**src/rtl/cp0_except_ctrl_if.sv**
```systemverilog
// Pipeline <-> CP0 exception controller bundle: MEM-stage exception inputs,
// MTC0/MFC0 access, hardware interrupts and the flush/redirect results.
interface cp0_except_if;
  logic        MEM_Valid;
  logic [8:0]  MEM_ExceptType;
  logic [31:0] MEM_PC;
  logic        MEM_IsDelaySlot;
  logic [31:0] MEM_BadVAddr;
  logic [5:0]  ext_int;
  logic        cp0_we;
  logic [4:0]  cp0_waddr;
  logic [31:0] cp0_wdata;
  logic [4:0]  cp0_raddr;
  logic [31:0] cp0_rdata;
  logic        flush_all;
  logic        redirect_valid;
  logic [31:0] redirect_pc;
  logic        int_pending;

  modport master (
    output MEM_Valid, MEM_ExceptType, MEM_PC, MEM_IsDelaySlot, MEM_BadVAddr,
    output ext_int, cp0_we, cp0_waddr, cp0_wdata, cp0_raddr,
    input  cp0_rdata, flush_all, redirect_valid, redirect_pc, int_pending
  );

  modport slave (
    input  MEM_Valid, MEM_ExceptType, MEM_PC, MEM_IsDelaySlot, MEM_BadVAddr,
    input  ext_int, cp0_we, cp0_waddr, cp0_wdata, cp0_raddr,
    output cp0_rdata, flush_all, redirect_valid, redirect_pc, int_pending
  );
endinterface

```
**src/rtl/cp0_except_ctrl.sv**
```systemverilog
// CP0 exception controller: resolves exceptions/ERET for the MEM instruction,
// owns BadVAddr/Count/Compare/Status/Cause/EPC and drives flush + PC redirect.
module cp0_except_ctrl #(
  parameter logic [31:0] EXC_VECTOR   = 32'hBFC0_0380,
  parameter logic [31:0] RESET_STATUS = 32'h0040_0000
) (
  input logic         clk,
  input logic         rst,
  cp0_except_if.slave bus
);

  localparam logic [4:0] REG_BADVADDR = 5'd8;
  localparam logic [4:0] REG_COUNT    = 5'd9;
  localparam logic [4:0] REG_COMPARE  = 5'd11;
  localparam logic [4:0] REG_STATUS   = 5'd12;
  localparam logic [4:0] REG_CAUSE    = 5'd13;
  localparam logic [4:0] REG_EPC      = 5'd14;

  logic [7:0]  r_im;
  logic        r_exl;
  logic        r_ie;
  logic        r_bd;
  logic        r_ti;
  logic [1:0]  r_ip_sw;
  logic [5:0]  r_ext_int;
  logic [4:0]  r_exccode;
  logic [31:0] r_epc;
  logic [31:0] r_badvaddr;
  logic [31:0] r_count;
  logic [31:0] r_compare;
  logic        r_tick;

  logic        w_exc;
  logic        w_eret;
  logic        w_wr;
  logic [4:0]  w_code;
  logic        w_bad_pc;
  logic        w_bad_data;
  logic [7:0]  w_ip;
  logic [31:0] w_count_inc;
  logic [31:0] w_status;
  logic [31:0] w_cause;
  logic [31:0] w_epc_next;
  logic [31:0] w_redirect_pc;
  logic [31:0] w_rdata;

  // Eret (bit 2) is not an exception source; any other set bit outranks it.
  assign w_exc  = bus.MEM_Valid & (|{bus.MEM_ExceptType[8:3], bus.MEM_ExceptType[1:0]});
  assign w_eret = bus.MEM_Valid & bus.MEM_ExceptType[2] & ~w_exc;
  assign w_wr   = bus.cp0_we & ~w_exc & ~w_eret;

  assign w_count_inc = r_count + 32'd1;
  assign w_ip        = {r_ext_int[5] | r_ti, r_ext_int[4:0], r_ip_sw};
  assign w_status    = {9'd0, 1'b1, 6'd0, r_im, 6'd0, r_exl, r_ie};
  assign w_cause     = {r_bd, r_ti, 14'd0, w_ip, 1'b0, r_exccode, 2'd0};
  assign w_epc_next  = bus.MEM_IsDelaySlot ? (bus.MEM_PC - 32'd4) : bus.MEM_PC;

  // Priority encoder: ExcCode and which BadVAddr source the winner uses
  always_comb begin
    w_code     = 5'd0;
    w_bad_pc   = 1'b0;
    w_bad_data = 1'b0;
    if (bus.MEM_ExceptType[8]) begin
      w_code = 5'd0;
    end else if (bus.MEM_ExceptType[7]) begin
      w_code   = 5'd4;
      w_bad_pc = 1'b1;
    end else if (bus.MEM_ExceptType[6]) begin
      w_code = 5'd10;
    end else if (bus.MEM_ExceptType[5]) begin
      w_code = 5'd12;
    end else if (bus.MEM_ExceptType[4]) begin
      w_code = 5'd8;
    end else if (bus.MEM_ExceptType[3]) begin
      w_code = 5'd9;
    end else if (bus.MEM_ExceptType[1]) begin
      w_code     = 5'd5;
      w_bad_data = 1'b1;
    end else if (bus.MEM_ExceptType[0]) begin
      w_code     = 5'd4;
      w_bad_data = 1'b1;
    end else begin
      w_code = 5'd0;
    end
  end

  // Redirect target selection, forced to 0 while reset is held
  always_comb begin
    w_redirect_pc = 32'd0;
    if (rst) begin
      w_redirect_pc = 32'd0;
    end else if (w_exc) begin
      w_redirect_pc = EXC_VECTOR;
    end else if (w_eret) begin
      w_redirect_pc = r_epc;
    end else begin
      w_redirect_pc = 32'd0;
    end
  end

  assign bus.redirect_pc    = w_redirect_pc;
  assign bus.flush_all      = ~rst & (w_exc | w_eret);
  assign bus.redirect_valid = ~rst & (w_exc | w_eret);
  assign bus.int_pending    = ~rst & r_ie & ~r_exl & (|(w_ip & r_im));

  // MFC0 read mux; shows pre-edge state only
  always_comb begin
    w_rdata = 32'd0;
    case (bus.cp0_raddr)
      REG_BADVADDR: w_rdata = r_badvaddr;
      REG_COUNT:    w_rdata = r_count;
      REG_COMPARE:  w_rdata = r_compare;
      REG_STATUS:   w_rdata = w_status;
      REG_CAUSE:    w_rdata = w_cause;
      REG_EPC:      w_rdata = r_epc;
      default:      w_rdata = 32'd0;
    endcase
  end

  assign bus.cp0_rdata = w_rdata;

  // Status/Cause/EPC/BadVAddr: exception > ERET > MTC0
  always_ff @(posedge clk or posedge rst) begin
    if (rst) begin
      r_im       <= RESET_STATUS[15:8];
      r_exl      <= RESET_STATUS[1];
      r_ie       <= RESET_STATUS[0];
      r_bd       <= 1'b0;
      r_exccode  <= 5'd0;
      r_ip_sw    <= 2'd0;
      r_epc      <= 32'd0;
      r_badvaddr <= 32'd0;
    end else if (w_exc) begin
      r_exccode <= w_code;
      r_exl     <= 1'b1;
      if (!r_exl) begin
        r_epc <= w_epc_next;
        r_bd  <= bus.MEM_IsDelaySlot;
      end
      if (w_bad_pc) begin
        r_badvaddr <= bus.MEM_PC;
      end else if (w_bad_data) begin
        r_badvaddr <= bus.MEM_BadVAddr;
      end
    end else if (w_eret) begin
      r_exl <= 1'b0;
    end else if (w_wr) begin
      case (bus.cp0_waddr)
        REG_STATUS: begin
          r_im  <= bus.cp0_wdata[15:8];
          r_exl <= bus.cp0_wdata[1];
          r_ie  <= bus.cp0_wdata[0];
        end
        REG_CAUSE: r_ip_sw <= bus.cp0_wdata[9:8];
        REG_EPC:   r_epc   <= bus.cp0_wdata;
        default:   r_ip_sw <= r_ip_sw;
      endcase
    end
  end

  // Half-rate Count, Compare match into TI, and interrupt line sampling
  always_ff @(posedge clk or posedge rst) begin
    if (rst) begin
      r_tick    <= 1'b0;
      r_count   <= 32'd0;
      r_compare <= 32'd0;
      r_ti      <= 1'b0;
      r_ext_int <= 6'd0;
    end else begin
      r_tick    <= ~r_tick;
      r_ext_int <= bus.ext_int;
      if (w_wr && (bus.cp0_waddr == REG_COUNT)) begin
        r_count <= bus.cp0_wdata;
      end else if (r_tick) begin
        r_count <= w_count_inc;
      end
      if (w_wr && (bus.cp0_waddr == REG_COMPARE)) begin
        r_compare <= bus.cp0_wdata;
        r_ti      <= 1'b0;
      end else if (r_tick && !(w_wr && (bus.cp0_waddr == REG_COUNT))
                   && (w_count_inc == r_compare)) begin
        r_ti <= 1'b1;
      end
    end
  end

endmodule

```
**src/flat_wrapper.sv**
```systemverilog
// flat-port wrapper written by rule: the top's interface ports become plain ports
module cp0_except_ctrl_flat 
#(
  parameter logic [31:0] EXC_VECTOR   = 32'hBFC0_0380,
  parameter logic [31:0] RESET_STATUS = 32'h0040_0000
)
  (clk, rst, bus_MEM_Valid, bus_MEM_ExceptType, bus_MEM_PC, bus_MEM_IsDelaySlot, bus_MEM_BadVAddr, bus_ext_int, bus_cp0_we, bus_cp0_waddr, bus_cp0_wdata, bus_cp0_raddr, bus_cp0_rdata, bus_flush_all, bus_redirect_valid, bus_redirect_pc, bus_int_pending);
  cp0_except_if bus_i ();
  input logic clk;
  input logic rst;
  input wire logic [$bits(bus_i.MEM_Valid)-1:0] bus_MEM_Valid;
  input wire logic [$bits(bus_i.MEM_ExceptType)-1:0] bus_MEM_ExceptType;
  input wire logic [$bits(bus_i.MEM_PC)-1:0] bus_MEM_PC;
  input wire logic [$bits(bus_i.MEM_IsDelaySlot)-1:0] bus_MEM_IsDelaySlot;
  input wire logic [$bits(bus_i.MEM_BadVAddr)-1:0] bus_MEM_BadVAddr;
  input wire logic [$bits(bus_i.ext_int)-1:0] bus_ext_int;
  input wire logic [$bits(bus_i.cp0_we)-1:0] bus_cp0_we;
  input wire logic [$bits(bus_i.cp0_waddr)-1:0] bus_cp0_waddr;
  input wire logic [$bits(bus_i.cp0_wdata)-1:0] bus_cp0_wdata;
  input wire logic [$bits(bus_i.cp0_raddr)-1:0] bus_cp0_raddr;
  output wire logic [$bits(bus_i.cp0_rdata)-1:0] bus_cp0_rdata;
  output wire logic [$bits(bus_i.flush_all)-1:0] bus_flush_all;
  output wire logic [$bits(bus_i.redirect_valid)-1:0] bus_redirect_valid;
  output wire logic [$bits(bus_i.redirect_pc)-1:0] bus_redirect_pc;
  output wire logic [$bits(bus_i.int_pending)-1:0] bus_int_pending;
  assign bus_i.MEM_Valid = bus_MEM_Valid;
  assign bus_i.MEM_ExceptType = bus_MEM_ExceptType;
  assign bus_i.MEM_PC = bus_MEM_PC;
  assign bus_i.MEM_IsDelaySlot = bus_MEM_IsDelaySlot;
  assign bus_i.MEM_BadVAddr = bus_MEM_BadVAddr;
  assign bus_i.ext_int = bus_ext_int;
  assign bus_i.cp0_we = bus_cp0_we;
  assign bus_i.cp0_waddr = bus_cp0_waddr;
  assign bus_i.cp0_wdata = bus_cp0_wdata;
  assign bus_i.cp0_raddr = bus_cp0_raddr;
  assign bus_cp0_rdata = bus_i.cp0_rdata;
  assign bus_flush_all = bus_i.flush_all;
  assign bus_redirect_valid = bus_i.redirect_valid;
  assign bus_redirect_pc = bus_i.redirect_pc;
  assign bus_int_pending = bus_i.int_pending;
  cp0_except_ctrl #(.EXC_VECTOR(EXC_VECTOR), .RESET_STATUS(RESET_STATUS)) u_core (.clk(clk), .rst(rst), .bus(bus_i));
endmodule
```
**config.mk**
```make
export PLATFORM = sky130hd
export DESIGN_NAME = cp0_except_ctrl_flat
export DESIGN_NICKNAME = d
export VERILOG_FILES = /design/src/rtl/cp0_except_ctrl_if.sv /design/src/rtl/cp0_except_ctrl.sv /design/src/flat_wrapper.sv
export SDC_FILE = /design/constraint.sdc
export NUM_CORES = 1
export LEC_CHECK = 0
export CAP_MARGIN = 0
export CORE_ASPECT_RATIO = 1.1
export CORE_UTILIZATION = 50
export DETAILED_ROUTE_END_ITERATION = 8
export GPL_TIMING_DRIVEN = 0
export PLACE_DENSITY = 0.78
export SLEW_MARGIN = 15
export SYNTH_ARGS = -nofsm -noshare
export SYNTH_HDL_FRONTEND = slang
export SYNTH_SLANG_ARGS = --single-unit
```
**constraint.sdc**
```tcl
create_clock -name clk -period 11.1 [get_ports clk]
set_clock_uncertainty 0.05 [all_clocks]
set_input_delay 3.33 -clock clk [delete_from_list [all_inputs] [get_ports clk]]
set_output_delay 3.33 -clock clk [all_outputs]
set_load 0.02 [all_outputs]
```
Yosys cells after proc, flatten, opt, wreduce, memory -nomap -nowiden
Index checks and enable logic that the tools add are counted.
- register bits after elaboration: 154
- word-level logic and storage cells: 104
- input port bits: 126
- reductions and logical operators: 20
- add/sub/neg operators: 2
- multiplexer cells: 38
- equal/unequal tests: 14
- bitwise logic cells: 17
- operator list (operator ; count):
    32-bit two-way mux ; 13
    32-bit case mux with 6 select lines ; 1
    5-bit by 4-bit equality test with 1-bit output (second input constant) ; 11
    5-bit two-way mux ; 7
    32-bit by 1-bit adder with 32-bit output (second input constant) ; 1
    32-bit equality test ; 1
    32-bit by 3-bit subtractor with 32-bit output (second input constant) ; 1
    1-bit two-way mux ; 16
    8-bit OR reduction ; 2
    4-bit AND reduction ; 3
    2-bit nonzero test ; 5
    1-bit bitwise AND ; 9
    8-bit bitwise AND ; 1
    2-bit AND reduction ; 3
    3-bit nonzero test ; 2
    1-bit NOT ; 5
    1-bit logical AND ; 4
    3-bit two-way mux ; 1
    2-bit by 1-bit != test with 1-bit output (second input constant) ; 1
    2-bit != test (second input constant) ; 1
    1-bit bitwise OR ; 2
    1-bit zero test ; 1

Depth between registers and ports, before layout
Gate-level depths: netlist (run 1).
- word-level depth: 12
- gate-level depth with buffers: 10

Worst setup path before layout (run 1)
Ideal clock, no wire load.
- path type: input port to output port
- start: input rst
- end: output bus_redirect_valid
- setup slack: 116 ps
- required time: 7720 ps
- stages on the path: 5
- data arrival time: 7604 ps
- cell sequence: inv_1 nand2b_1 buf_1 inv_1 buf_4
- cells in the longest elaborated chain, start to end: 2
- ends and longest elaborated chain (item ; RTL line ; source):
    start: declaration ; flat_wrapper.sv:10 ; input logic rst;
    1-bit NOT ; -- ;
    1-bit bitwise AND ; -- ;
    end: declaration ; flat_wrapper.sv:23 ; output wire logic [$bits(bus_i.redirect_valid)-1:0] bus_redirect_valid;
No other way between the ends.

Worst setup path in the final report (run 1)
- start: input bus_MEM_ExceptType[3]
- end: output bus_redirect_valid
- cells in the longest elaborated chain, start to end: 6
- ends and longest elaborated chain (item ; RTL line ; source):
    start: declaration ; flat_wrapper.sv:12 ; input wire logic [$bits(bus_i.MEM_ExceptType)-1:0] bus_MEM_ExceptType;
    8-bit OR reduction (*) ; cp0_except_ctrl.sv:48 ; assign w_exc = bus.MEM_Valid & (|{bus.MEM_ExceptType[8:3], bus.MEM_ExceptType[1:0]});
    1-bit bitwise AND (*) ; cp0_except_ctrl.sv:48 ;
    1-bit NOT (no line) ; -- ;
    1-bit bitwise AND ; cp0_except_ctrl.sv:49 ; assign w_eret = bus.MEM_Valid & bus.MEM_ExceptType[2] & ~w_exc;
    1-bit bitwise OR (*) ; cp0_except_ctrl.sv:103 ; assign bus.redirect_valid = ~rst & (w_exc | w_eret);
    1-bit bitwise AND (*) ; cp0_except_ctrl.sv:103 ;
Every way passes the cells marked *; elsewhere a longest branch is shown, timed or not.

==> summary.txt, run 1 <==
Clocking
  – CTS tree: done
  – H-Tree Depth: 4
  – Root Buffer: clkbuf_16
  – Post-cts sizing count: 0
  – Clock-pin slew on the worst setup and hold paths: around 0.070 ns
  – Longest Clk Path Bufs: 2
  – Skew-Pair Late Insertion Delay: between 0.4 and 0.5 ns
  – Total CTS buffers: 17
  – Post-CTS Hold Buffers: 0
  – Postcts setup bufs: 0
  – Clock sinks: ~150

Worst setup path
  – R2r setup slk: between 7 and 8 ns
  – Worst stage delay on the critical path: around 0.6 ns
  – CP bufs+invs: 5
  – Worst-path maximum fanout: 10
  – CP max-delay cell: or4_1
  – Worst setup SP type: input pin
  – CP required: a little under 8 ns
  – CP Cell Sequence: clkdlybuf4s50_1, or4_1, o31ai_2, nand2b_1, buf_1, inv_1, buf_4, clkdlybuf4s50_1
  – Crit path max-delay family: buffers and inverters
  – Worst reg2reg path endpoint: u_core.r_ti$_DFFE_PP0P_
  – CP endpoint: bus_redirect_valid
  – Critical path depth: 8
  – CP startpoint: bus_MEM_ExceptType[3]
  – FF-to-FF Start: u_core.r_count[2]$_DFFE_PP0P_
  – CP Class: input pin to output pin
  – Critical Path AT: approximately 6.4 ns
  – Worst Setup End Kind: output pin
  – Most common cell on crit path: clkdlybuf4s50_1
  – Reg2reg path depth: 8

GRT
  – Largest net degree at the start of global routing: around 90
  – GRT Total Usage: 36.1%
  – Number of global-route vias before repair: 8862
  – Global route overflow: 0
  – First-pass GRT wire length: ~53000 um
  – Initial antenna violation count: 1

Pwr
  – Tot Pwr: 1.85 mW
  – P_int: 1.23 mW
  – PD cells: roughly 150 mW/mm^2
  – Leakage: around 5 nW
  – Peak supply drop: 115 uV
  – Comb power frac: between 20% and 30%
  – Clock power frac: 32.7%
  – Switching power: between 0.6 and 0.7 mW
  – Part of the power in registers: 41.5%
  – Net Sw Frac: between 30% and 40%

Place
  – Placed cells: about 1500
  – IO buf count: 190
  – Post-placement setup slack: ~1.4 ns
  – RePlAce Congestion: 0.988
  – Post-DP HPWL: 26500 um
  – Placed Area: ~0.012 sq mm

Worst hold path
  – Hold Crit Class: flip-flop to flip-flop

Timing
  – Relative max-transition margin: ~17%
  – Fin. Hold Viols: 0
  – FMAX: approximately 100 MHz
  – Final setup TNS: 0 ns
  – Period utilization: between 80% and 90%
  – Actual slew at the worst max-slew pin: about 1.2 ns
  – Final setup vio count: 0
  – RSZ-0062 raised after global routing: false
  – Pins Over Slew Limit: 0
  – PnR worst setup slack: between 1 and 1.5 ns
  – Post-layout minimum cycle time: 9.77 ns

Detailed routing
  – Vias per Instance: roughly 6.2
  – Final ANT Viol Nets: 0
  – Detailed-route wire length per cell: 22.4 um
  – DR iter-0 viols: roughly 1300
  – Pre-Repair DR Iteration Count: 6
  – Post-route DRC: 0
  – WL final: ~34000 um
  – Via count: 9498

Synthesis
  – Ys async rst share: 100%
  – Synthesized Nets: between 1000 and 1500
  – Top cell type's share of synthesized area: between 40% and 50%
  – Largest area contributor in the netlist: dfrtp_1
  – Post-synth EDFFs: 0
  – Synthesized area: roughly 0.0095 sq mm
  – Dominant synthesized flop cell: dfrtp_1
  – Ranking of synthesized cells by area: dfrtp_1, mux2_2, a22oi_1
  – Register area share after synthesis: 40.3%
  – Cell variety after synth: 62
  – Gate Count Post-Synth: about 1100
  – Mean post-synth cell area: 8.85 sq um
  – Synth Warn #: 0
  – #FFs+latches synth: ~150

Die
  – Vert. Die Dim: approximately 150 um
  – Core ar.: approximately 0.018 sq mm
  – Top Ports: 193
  – Width of the die: 133 um
  – Initial Utilization: 51.4%
  – Row count: 52
  – Die area: just under 0.02 sq mm

Cells and area
  – Design Area, Final: roughly 0.012 sq mm
  – Layout area overhead: 30.0%
  – Fin nets: ~1400
  – Final std cells w/o fill: about 1500
  – Layout cells sized above 1: around 8.6%
  – Antenna cells: 0
  – Fill cell count: between 1500 and 2000

Run status
  – Status: finished, final reports clean

Job
  – Max-Cap Viols: 0
## kinds of logic (layout without fill, tap and decap cells)
family	count (synthesis)	after routing	synth area share, %
mux	91	91	10.2
compound gates	226	226	14.9
simple gates	410	410	21.1
fa+ha+maj	2	2	0.264
xor+xnor	103	103	9.51
flops	153	153	40.3
buf+inv	87	310	3.67
## cell type report
class,instances,area (sq um),area share (%)
Multi-Input combinational cell,832,5320,43.1
Sequential cell,153,3830,31.0
Timing Repair Buffer,191,1930,15.6
Clock buffer,20,447,3.62
Buffer,76,307,2.48
Tap cell,243,304,2.46
Clock inverter,12,150,1.22
Inverter,11,48.8,0.395
## placed cells by master, fill, tap and decap left out, drive strengths merged, types with 6 or more instances in the layout
| master | synthesis | final |
|---|---|---|
| nand2 | 118 | 118 |
| nand4 | 27 | 27 |
| mux2i | 43 | 43 |
| a21oi | 57 | 57 |
| nand3 | 31 | 31 |
| mux2 | 48 | 48 |
| nor4 | 12 | 12 |
| clkdlybuf4s50 | 0 | 190 |
| clkbuf | 58 | 78 |
| buf | 18 | 19 |
| nor2 | 120 | 120 |
| nor3 | 24 | 24 |
| and3 | 9 | 9 |
| xor2 | 51 | 51 |
| or4 | 8 | 8 |
| dfrtp | 153 | 153 |
| o21ai | 68 | 68 |
| xnor2 | 52 | 52 |
| clkinv | 0 | 6 |
| and2 | 24 | 24 |
| or3 | 7 | 7 |
| a22oi | 69 | 69 |
| inv | 11 | 11 |
## worst min-delay path by stage
stage                                               start                         endpoint  slack (ns)  cells after the start
final                     u_core.r_exccode[0]$_DFFE_PP0N_  u_core.r_exccode[0]$_DFFE_PP0N_        0.44                      2
after global routing      u_core.r_exccode[2]$_DFFE_PP0N_  u_core.r_exccode[2]$_DFFE_PP0N_        0.45                      2
after CTS                 u_core.r_exccode[2]$_DFFE_PP0N_  u_core.r_exccode[2]$_DFFE_PP0N_        0.44                      2
after detailed placement  u_core.r_exccode[0]$_DFFE_PP0N_  u_core.r_exccode[0]$_DFFE_PP0N_        0.42                      2
after global placement    u_core.r_exccode[0]$_DFFE_PP0N_  u_core.r_exccode[0]$_DFFE_PP0N_        0.41                      2
after floorplan           u_core.r_exccode[0]$_DFFE_PP0N_  u_core.r_exccode[0]$_DFFE_PP0N_        0.40                      2
## cells in the mapped netlist (3+ instances only)
master and number:
a211oi_1 4, a21o_1 4, a21oi_1 57, a22oi_1 69, and2_1 24, and3_1 9, buf_1 7, buf_2 9
clkbuf_1 56, dfrtp_1 153, inv_1 11, mux2_2 48, mux2i_1 43, nand2_1 118, nand2b_1 5, nand3_1 30
nand3b_1 5, nand4_1 27, nor2_1 120, nor3_1 22, nor3b_1 5, nor4_1 11, o211ai_1 3, o21ai_0 65
o311ai_0 3, o31ai_1 3, or2_2 4, or3_1 7, or4_1 6, xnor2_1 52, xor2_1 51
## power groups by stage
stage | Clock (mW) | Sequential [mW] | Combinational, mW
after global placement | 0 | 0.767 | 0.453
after global routing | 0.627 | 0.777 | 0.521
after floorplan | 0 | 0.726 | 0.313
after CTS | 0.602 | 0.762 | 0.473
after detailed placement | 0 | 0.769 | 0.469
final | 0.606 | 0.770 | 0.478
## per-layer routing
metal | share of wire (%) | routed length (um) | vias to the layer above | track usage (%)
met4 | 4.0 | 1360 | 2 | 16.0
met3 | 11 | 3880 | 101 | 6.88
met2 | 45 | 15400 | 646 | 54.1
met5 | 0.038 | 13 | - | 0
met1 | 40 | 13700 | 4511 | 50.8
li1 | - | - | 4238 | -
## per-stage QoR
step / utilization (%) / hold WS (ns)
detailed placement: 63.5 / 0.424
global placement: 63.3 / 0.413
CTS: 66.7 / 0.440
floorplan: - / 0.397
finish: 66.8 / 0.444
global route: 66.8 / 0.453
## tightest hold or removal path, delay by kind of cell, from the launching register on
kind             cells  cell delay, ns
DFF                  1            0.35
and+or+nand+nor      2            0.11
## state kept, by name (all words and copies together), names as in the netlist, 2 cells and up
name	flops
u_core.r_badvaddr	32
u_core.r_exccode	4
u_core.r_ip_sw	2
u_core.r_epc	32
u_core.r_im	8
u_core.r_count	32
u_core.r_ext_int	6
u_core.r_compare	32
(Power assumes the default switching activity.)
==> inputs of run 2 (changes only) <==
==> constraint.sdc (replaced) <==
create_clock -name clk -period 10 [get_ports clk]
set_clock_uncertainty 0.05 [all_clocks]
set_input_delay 3 -clock clk [delete_from_list [all_inputs] [get_ports clk]]
set_output_delay 3 -clock clk [all_outputs]
set_load 0.02 [all_outputs]
==> summary.txt, run 2 (synthesized netlist as in run 1, its figures left out) <==
Die
  – Core ar.: 0.0185 sq mm (unchanged)
  – Die area: 0.0195 sq mm (unchanged)
  – Vert. Die Dim: 146 um (unchanged)
  – Top Ports: 193 (unchanged)
  – Row count: 52 (unchanged)
  – Width of the die: 133 um (unchanged)
  – Initial Utilization: 51.4% (unchanged)

GRT
  – Global route overflow: 0 (unchanged)
  – Largest net degree at the start of global routing: 37 (was 92)
  – GRT Total Usage: 35.1% (was 36.1%)
  – Number of global-route vias before repair: 8965 (was 8862)
  – Initial antenna violation count: 0 (was 1)
  – First-pass GRT wire length: 51600 um (was 52800 um)

Worst setup path
  – Critical Path AT: 6.01 ns (was 6.39 ns)
  – Worst-path maximum fanout: 10 (unchanged)
  – R2r setup slk: 6.85 ns (was 7.81 ns)
  – Worst setup SP type: input pin (unchanged)
  – CP required: 6.95 ns (was 7.72 ns)
  – Worst Setup End Kind: output pin (unchanged)
  – CP Class: input pin to output pin (unchanged)

Cells and area
  – Design Area, Final: 0.0124 sq mm (was 0.0123 sq mm)
  – Fin nets: 1413 (was 1410)
  – Layout area overhead: 30.7% (was 30.0%)
  – Layout cells sized above 1: 8.72% (was 8.65%)
  – Area of the multi-input gates: 0.00533 sq mm (was 0.00532 sq mm)
  – Seq. cell area: 0.00383 sq mm (unchanged)
  – Final std cells w/o fill: 1539 (was 1538)
  – Most frequent cells in the layout: clkdlybuf4s50_1, dfrtp_1, nor2_1 (unchanged)
  – Most common cell after layout, fill and taps aside: clkdlybuf4s50_1 (unchanged)
  – Antenna cells: 0 (unchanged)
  – Fill cell count: 1529 (was 1524)

Timing
  – Fin. Hold Viols: 0 (unchanged)
  – Actual slew at the worst max-slew pin: 0.889 ns (was 1.23 ns)
  – WHS: 0.444 ns (about the same)
  – Period utilization: 90.6%
  – Post-layout minimum cycle time: just over 9 ns
  – FMAX: 110 MHz
  – Relative max-transition margin: 40.5% (was 17.1%)
  – Final setup vio count: 0 (unchanged)
  – RSZ-0062 raised after global routing: false (unchanged)
  – Pins Over Slew Limit: 0 (unchanged)

Pwr
  – Comb power frac: 25.8% (about the same)
  – Peak supply drop: 96.0 uV (was 115 uV)
  – P_int: 1.40 mW (was 1.23 mW)
  – Part of the power in registers: 41.3% (was 41.5%)
  – PD cells: 166 mW/mm^2 (was 150 mW/mm^2)
  – Clock power frac: 32.8% (was 32.7%)
  – Tot Pwr: 2.06 mW (was 1.85 mW)
  – Net Sw Frac: 32.0% (was 33.5%)
  – Switching power: 0.660 mW (was 0.621 mW)
  – Leakage: 5.13 nW (was 5.11 nW)

Job
  – Max-Cap Viols: 0 (unchanged)

Clocking
  – Total CTS buffers: 17 (unchanged)
  – CTS tree: done (unchanged)
  – Post-CTS Hold Buffers: 0 (unchanged)
  – Post-cts sizing count: 0 (unchanged)
  – Root Buffer: clkbuf_16 (unchanged)
  – Skew-Pair Late Insertion Delay: 0.42 ns (was 0.44 ns)
  – H-Tree Depth: 4 (unchanged)
  – Longest Clk Path Bufs: 2 (unchanged)
  – Clock sinks: 153 (unchanged)
  – Postcts setup bufs: 0 (unchanged)
  – Clock-pin slew on the worst setup and hold paths: 0.06 ns (was 0.07 ns)

Detailed routing
  – Pre-Repair DR Iteration Count: 8 (was 6)
  – Final ANT Viol Nets: 0 (unchanged)
  – Via count: 9410 (was 9498)
  – DR iter-0 viols: 1235 (was 1263)
  – WL final: 33600 um (was 34400 um)
  – Detailed-route wire length per cell: 21.9 um (was 22.4 um)
  – Post-route DRC: 0 (unchanged)
  – Vias per Instance: 6.11 (was 6.18)

Worst hold path
  – Hold Crit Class: flip-flop to flip-flop (unchanged)

Place
  – Placed Area: 0.0118 sq mm (was 0.0117 sq mm)
  – Post-DP HPWL: 26400 um (was 26500 um)
  – IO buf count: 190 (unchanged)
  – Placed cells: 1509 (was 1506)
  – RePlAce Congestion: 1.02 (was 0.988)

Run status
  – Status: finished, final reports clean (unchanged)
-- run 2: area by class of cell --
cell class	count	area share [%]
buffer	76	2.47
clock buffer	22	3.74
clock inverter	8	1.17
timing repair buffer	194	16.0
tap	243	2.45
sequential	153	30.9
multi-input combinational	832	43.0
inverter	11	0.363
-- run 2: power by group through the flow --
| stage | registers (mW) | clock network (mW) | logic [mW] |
|---|---|---|---|
| floorplan | 0.806 | 0 | 0.348 |
| global placement | 0.850 | 0 | 0.504 |
| detailed placement | 0.853 | 0 | 0.522 |
| CTS | 0.845 | 0.682 | 0.526 |
| global route | 0.861 | 0.709 | 0.579 |
| finish | 0.852 | 0.677 | 0.533 |
-- run 2: layer usage --
metal  share of wire [%]  track usage [%]  vias to the layer above
li1                    -                -                     4239
met1                  40             48.3                     4500
met2                  46             54.0                      588
met3                  10             7.01                       83
met4                 3.7             14.4                        0
met5                   0                0                        -
-- run 2: per-stage QoR --
stage / setup slack, ns / TNS (ns) / utilization (%)
6_report: 0.936 / 0 / 67.1
5_1_grt: 0.795 / 0 / 67.1
4_1_cts: 0.993 / 0 / 67.0
3_5_place_dp: 0.988 / 0 / 63.7
3_3_place_gp: -1.71 / -21.48 / 63.3
2_1_floorplan: 0.612 / 0 / -
-- run 2: worst max-delay path: stages --
cell	delay, ns
clkdlybuf4s50_1	0.53
or4_1	0.58
o31ai_2	0.43
nand2b_1	0.26
buf_1	0.43
inv_1	0.11
buf_4	0.15
clkdlybuf4s50_1	0.53
-- run 2: path summary, 6_finish.rpt --
path,start,to,cells after the start
min in group asynchronous,rst,u_core.r_badvaddr[4]$_DFFE_PP0P_,2
max in group asynchronous,rst,u_core.r_compare[22]$_DFFE_PP0P_,3
min reg2reg,u_core.r_exccode[0]$_DFFE_PP0N_,u_core.r_exccode[0]$_DFFE_PP0N_,2
min,u_core.r_exccode[0]$_DFFE_PP0N_,u_core.r_exccode[0]$_DFFE_PP0N_,2
max reg2reg,u_core.r_count[2]$_DFFE_PP0P_,u_core.r_ti$_DFFE_PP0P_,8
max,bus_MEM_ExceptType[8],bus_redirect_valid,8
==> inputs of run 3 (changes only) <==
--- a/config.mk
+++ b/config.mk
@@ -7,11 +7,12 @@
 export LEC_CHECK = 0
 export CAP_MARGIN = 0
 export CORE_ASPECT_RATIO = 1.1
-export CORE_UTILIZATION = 50
+export CORE_UTILIZATION = 25
 export DETAILED_ROUTE_END_ITERATION = 8
+export DONT_BUFFER_PORTS = 1
 export GPL_TIMING_DRIVEN = 0
-export PLACE_DENSITY = 0.78
 export SLEW_MARGIN = 15
 export SYNTH_ARGS = -nofsm -noshare
 export SYNTH_HDL_FRONTEND = slang
 export SYNTH_SLANG_ARGS = --single-unit
+export TNS_END_PERCENT = 100
==> summary.txt, run 3 (synthesized netlist as in run 1, its figures left out) <==
Run status
  – Status: finished, final reports clean (unchanged)

Cells and area
  – Most common cell after layout, fill and taps aside: dfrtp_1 (was clkdlybuf4s50_1)
  – Fill cell count: 3951 (was 1529)
  – Fin nets: 1224 (was 1413)
  – Final std cells w/o fill: 1603 (was 1539)
  – Design Area, Final: 0.0109 sq mm (was 0.0124 sq mm)
  – Seq. cell area: 0.00383 sq mm (unchanged)
  – Layout cells sized above 1: 10.6% (was 8.72%)
  – Area of the multi-input gates: 0.00533 sq mm (unchanged)
  – Layout area overhead: 14.4% (was 30.7%)
  – Most frequent cells in the layout: dfrtp_1, nor2_1, nand2_1 (was clkdlybuf4s50_1, dfrtp_1, nor2_1)

Pwr
  – Leakage: 4.43 nW (was 5.13 nW)
  – PD cells: 184 mW/mm^2 (was 166 mW/mm^2)
  – Tot Pwr: 1.99 mW (was 2.06 mW)
  – Peak supply drop: 111 uV (was 96.0 uV)

Detailed routing
  – Final ANT Viol Nets: 0 (unchanged)
  – Detailed-route wire length per cell: 22.8 um (was 21.9 um)
  – WL final: 36600 um (was 33600 um)
  – DR iter-0 viols: 720 (was 1235)
  – Vias per Instance: 5.29 (was 6.11)
  – Pre-Repair DR Iteration Count: 5 (was 8)
  – Post-route DRC: 0 (unchanged)
  – Via count: 8472 (was 9410)

Worst setup path
  – Worst stage delay on the critical path: 0.56 ns (was 0.58 ns)
  – Worst setup SP type: input pin (unchanged)
  – Crit path max-delay family: buffers and inverters (unchanged)
  – CP Cell Sequence: or4_1, o31ai_2, nand2b_1, buf_1, inv_1, buf_4 (was clkdlybuf4s50_1, or4_1, o31ai_2, nand2b_1, buf_1, inv_1, buf_4, clkdlybuf4s50_1)
  – R2r setup slk: 6.77 ns (was 6.85 ns)
  – CP bufs+invs: 3 (was 5)
  – CP Class: input pin to output pin (unchanged)
  – CP required: 6.95 ns (about the same)
  – Worst Setup End Kind: output pin (unchanged)
  – CP max-delay cell: or4_1 (unchanged)
  – Worst-path maximum fanout: 10 (unchanged)
  – Critical Path AT: 5.28 ns (was 6.01 ns)

Die
  – Top Ports: 193 (unchanged)
  – Row count: 74 (was 52)
  – Core ar.: 0.0372 sq mm (was 0.0185 sq mm)
  – Width of the die: 188 um (was 133 um)
  – Vert. Die Dim: 206 um (was 146 um)
  – Die area: 0.0387 sq mm (was 0.0195 sq mm)
  – Initial Utilization: 25.5% (was 51.4%)

Place
  – IO buf count: 0 (was 190)
  – Post-DP HPWL: 30300 um (was 26400 um)
  – RePlAce Congestion: 0.939 (was 1.02)
  – Post-placement setup slack: 1.67 ns (was 0.988 ns)
  – Placed Area: 0.0102 sq mm (was 0.0118 sq mm)
  – Placed cells: 1571 (was 1509)

Timing
  – RSZ-0062 raised after global routing: false (unchanged)
  – Final setup vio count: 0 (unchanged)
  – Post-layout minimum cycle time: 8.33 ns (was 9.06 ns)
  – Actual slew at the worst max-slew pin: 0.971 ns (was 0.889 ns)
  – Relative max-transition margin: 35.3% (was 40.5%)
  – Fin. Hold Viols: 0 (unchanged)
  – Pins Over Slew Limit: 0 (unchanged)
  – Period utilization: 83.3% (was 90.6%)
  – PnR worst setup slack: 1.67 ns (was 0.936 ns)
  – Final setup TNS: 0 ns (unchanged)
  – FMAX: 120 MHz (was 110 MHz)

Clocking
  – Post-cts sizing count: 0 (unchanged)
  – H-Tree Depth: 4 (unchanged)
  – Clock sinks: 153 (unchanged)
  – Post-CTS Hold Buffers: 0 (unchanged)
  – Clock-pin slew on the worst setup and hold paths: 0.06 ns (about the same)
  – Longest Clk Path Bufs: 2 (unchanged)
  – CTS tree: done (unchanged)
  – Total CTS buffers: 17 (unchanged)
  – Root Buffer: clkbuf_16 (unchanged)
  – Skew-Pair Late Insertion Delay: 0.44 ns (was 0.42 ns)
  – Postcts setup bufs: 0 (unchanged)

GRT
  – First-pass GRT wire length: 53700 um (was 51600 um)
  – Initial antenna violation count: 2 (was 0)
  – Largest net degree at the start of global routing: 35 (was 37)
  – GRT Total Usage: 18.7% (was 35.1%)
  – Global route overflow: 0 (unchanged)
  – Number of global-route vias before repair: 8211 (was 8965)

Job
  – Max-Cap Viols: 0 (unchanged)

Worst hold path
  – Hold Crit Class: flip-flop to flip-flop (unchanged)
-- run 3: final timing paths --
path	start	to	cells past startpoint
worst max-delay path	bus_MEM_ExceptType[3]	bus_redirect_valid	6
worst min-delay path	u_core.r_exccode[0]$_DFFE_PP0N_	u_core.r_exccode[0]$_DFFE_PP0N_	2
worst max register to register	u_core.r_count[2]$_DFFE_PP0P_	u_core.r_ti$_DFFE_PP0P_	8
worst min register to register	u_core.r_exccode[0]$_DFFE_PP0N_	u_core.r_exccode[0]$_DFFE_PP0N_	2
max in group asynchronous	rst	u_core.r_badvaddr[23]$_DFFE_PP0P_	3
min in group asynchronous	rst	u_core.r_epc[0]$_DFFE_PP0P_	1
-- run 3: report_power, final --
part | total (mW) | internal (mW) | switching, mW
sequential | 0.848 | 0.733 | 0.115
clock | 0.693 | 0.421 | 0.272
combinational | 0.452 | 0.185 | 0.267
total | 1.99 | 1.34 | 0.654
-- run 3: layout make-up --
class,count,area share [%]
well taps,494,5.69
multi-input cells,832,49.1
plain buffers,76,2.82
diodes,2,0.0461
clock buffers,18,4.05
inverters,11,0.415
flip-flops and latches,153,35.3
repair buffers,5,0.991
clock inverters,12,1.61
-- run 3: worst min-delay path, cell delays in order, from the launching register on --
cell and delay, ns:
dfrtp_1 0.35, nand2_1 0.06, nand2_1 0.06
-- run 3: per-stage QoR --
stage                     utilization [%]  hold WS, ns
final                                29.2        0.449
after global routing                 29.2        0.453
after CTS                            29.1        0.445
after detailed placement             27.5        0.432
after global placement               27.2        0.415
after floorplan                         -        0.397
-- run 3: per-layer routing --
| metal | share of wire [%] | vias to the layer above | global-route usage, % |
|---|---|---|---|
| met2 | 49 | 343 | 32.1 |
| met3 | 7.5 | 90 | 5.06 |
| li1 | - | 3863 | - |
| met5 | 0.027 | - | 0 |
| met4 | 5.1 | 2 | 9.70 |
| met1 | 39 | 4174 | 21.4 |
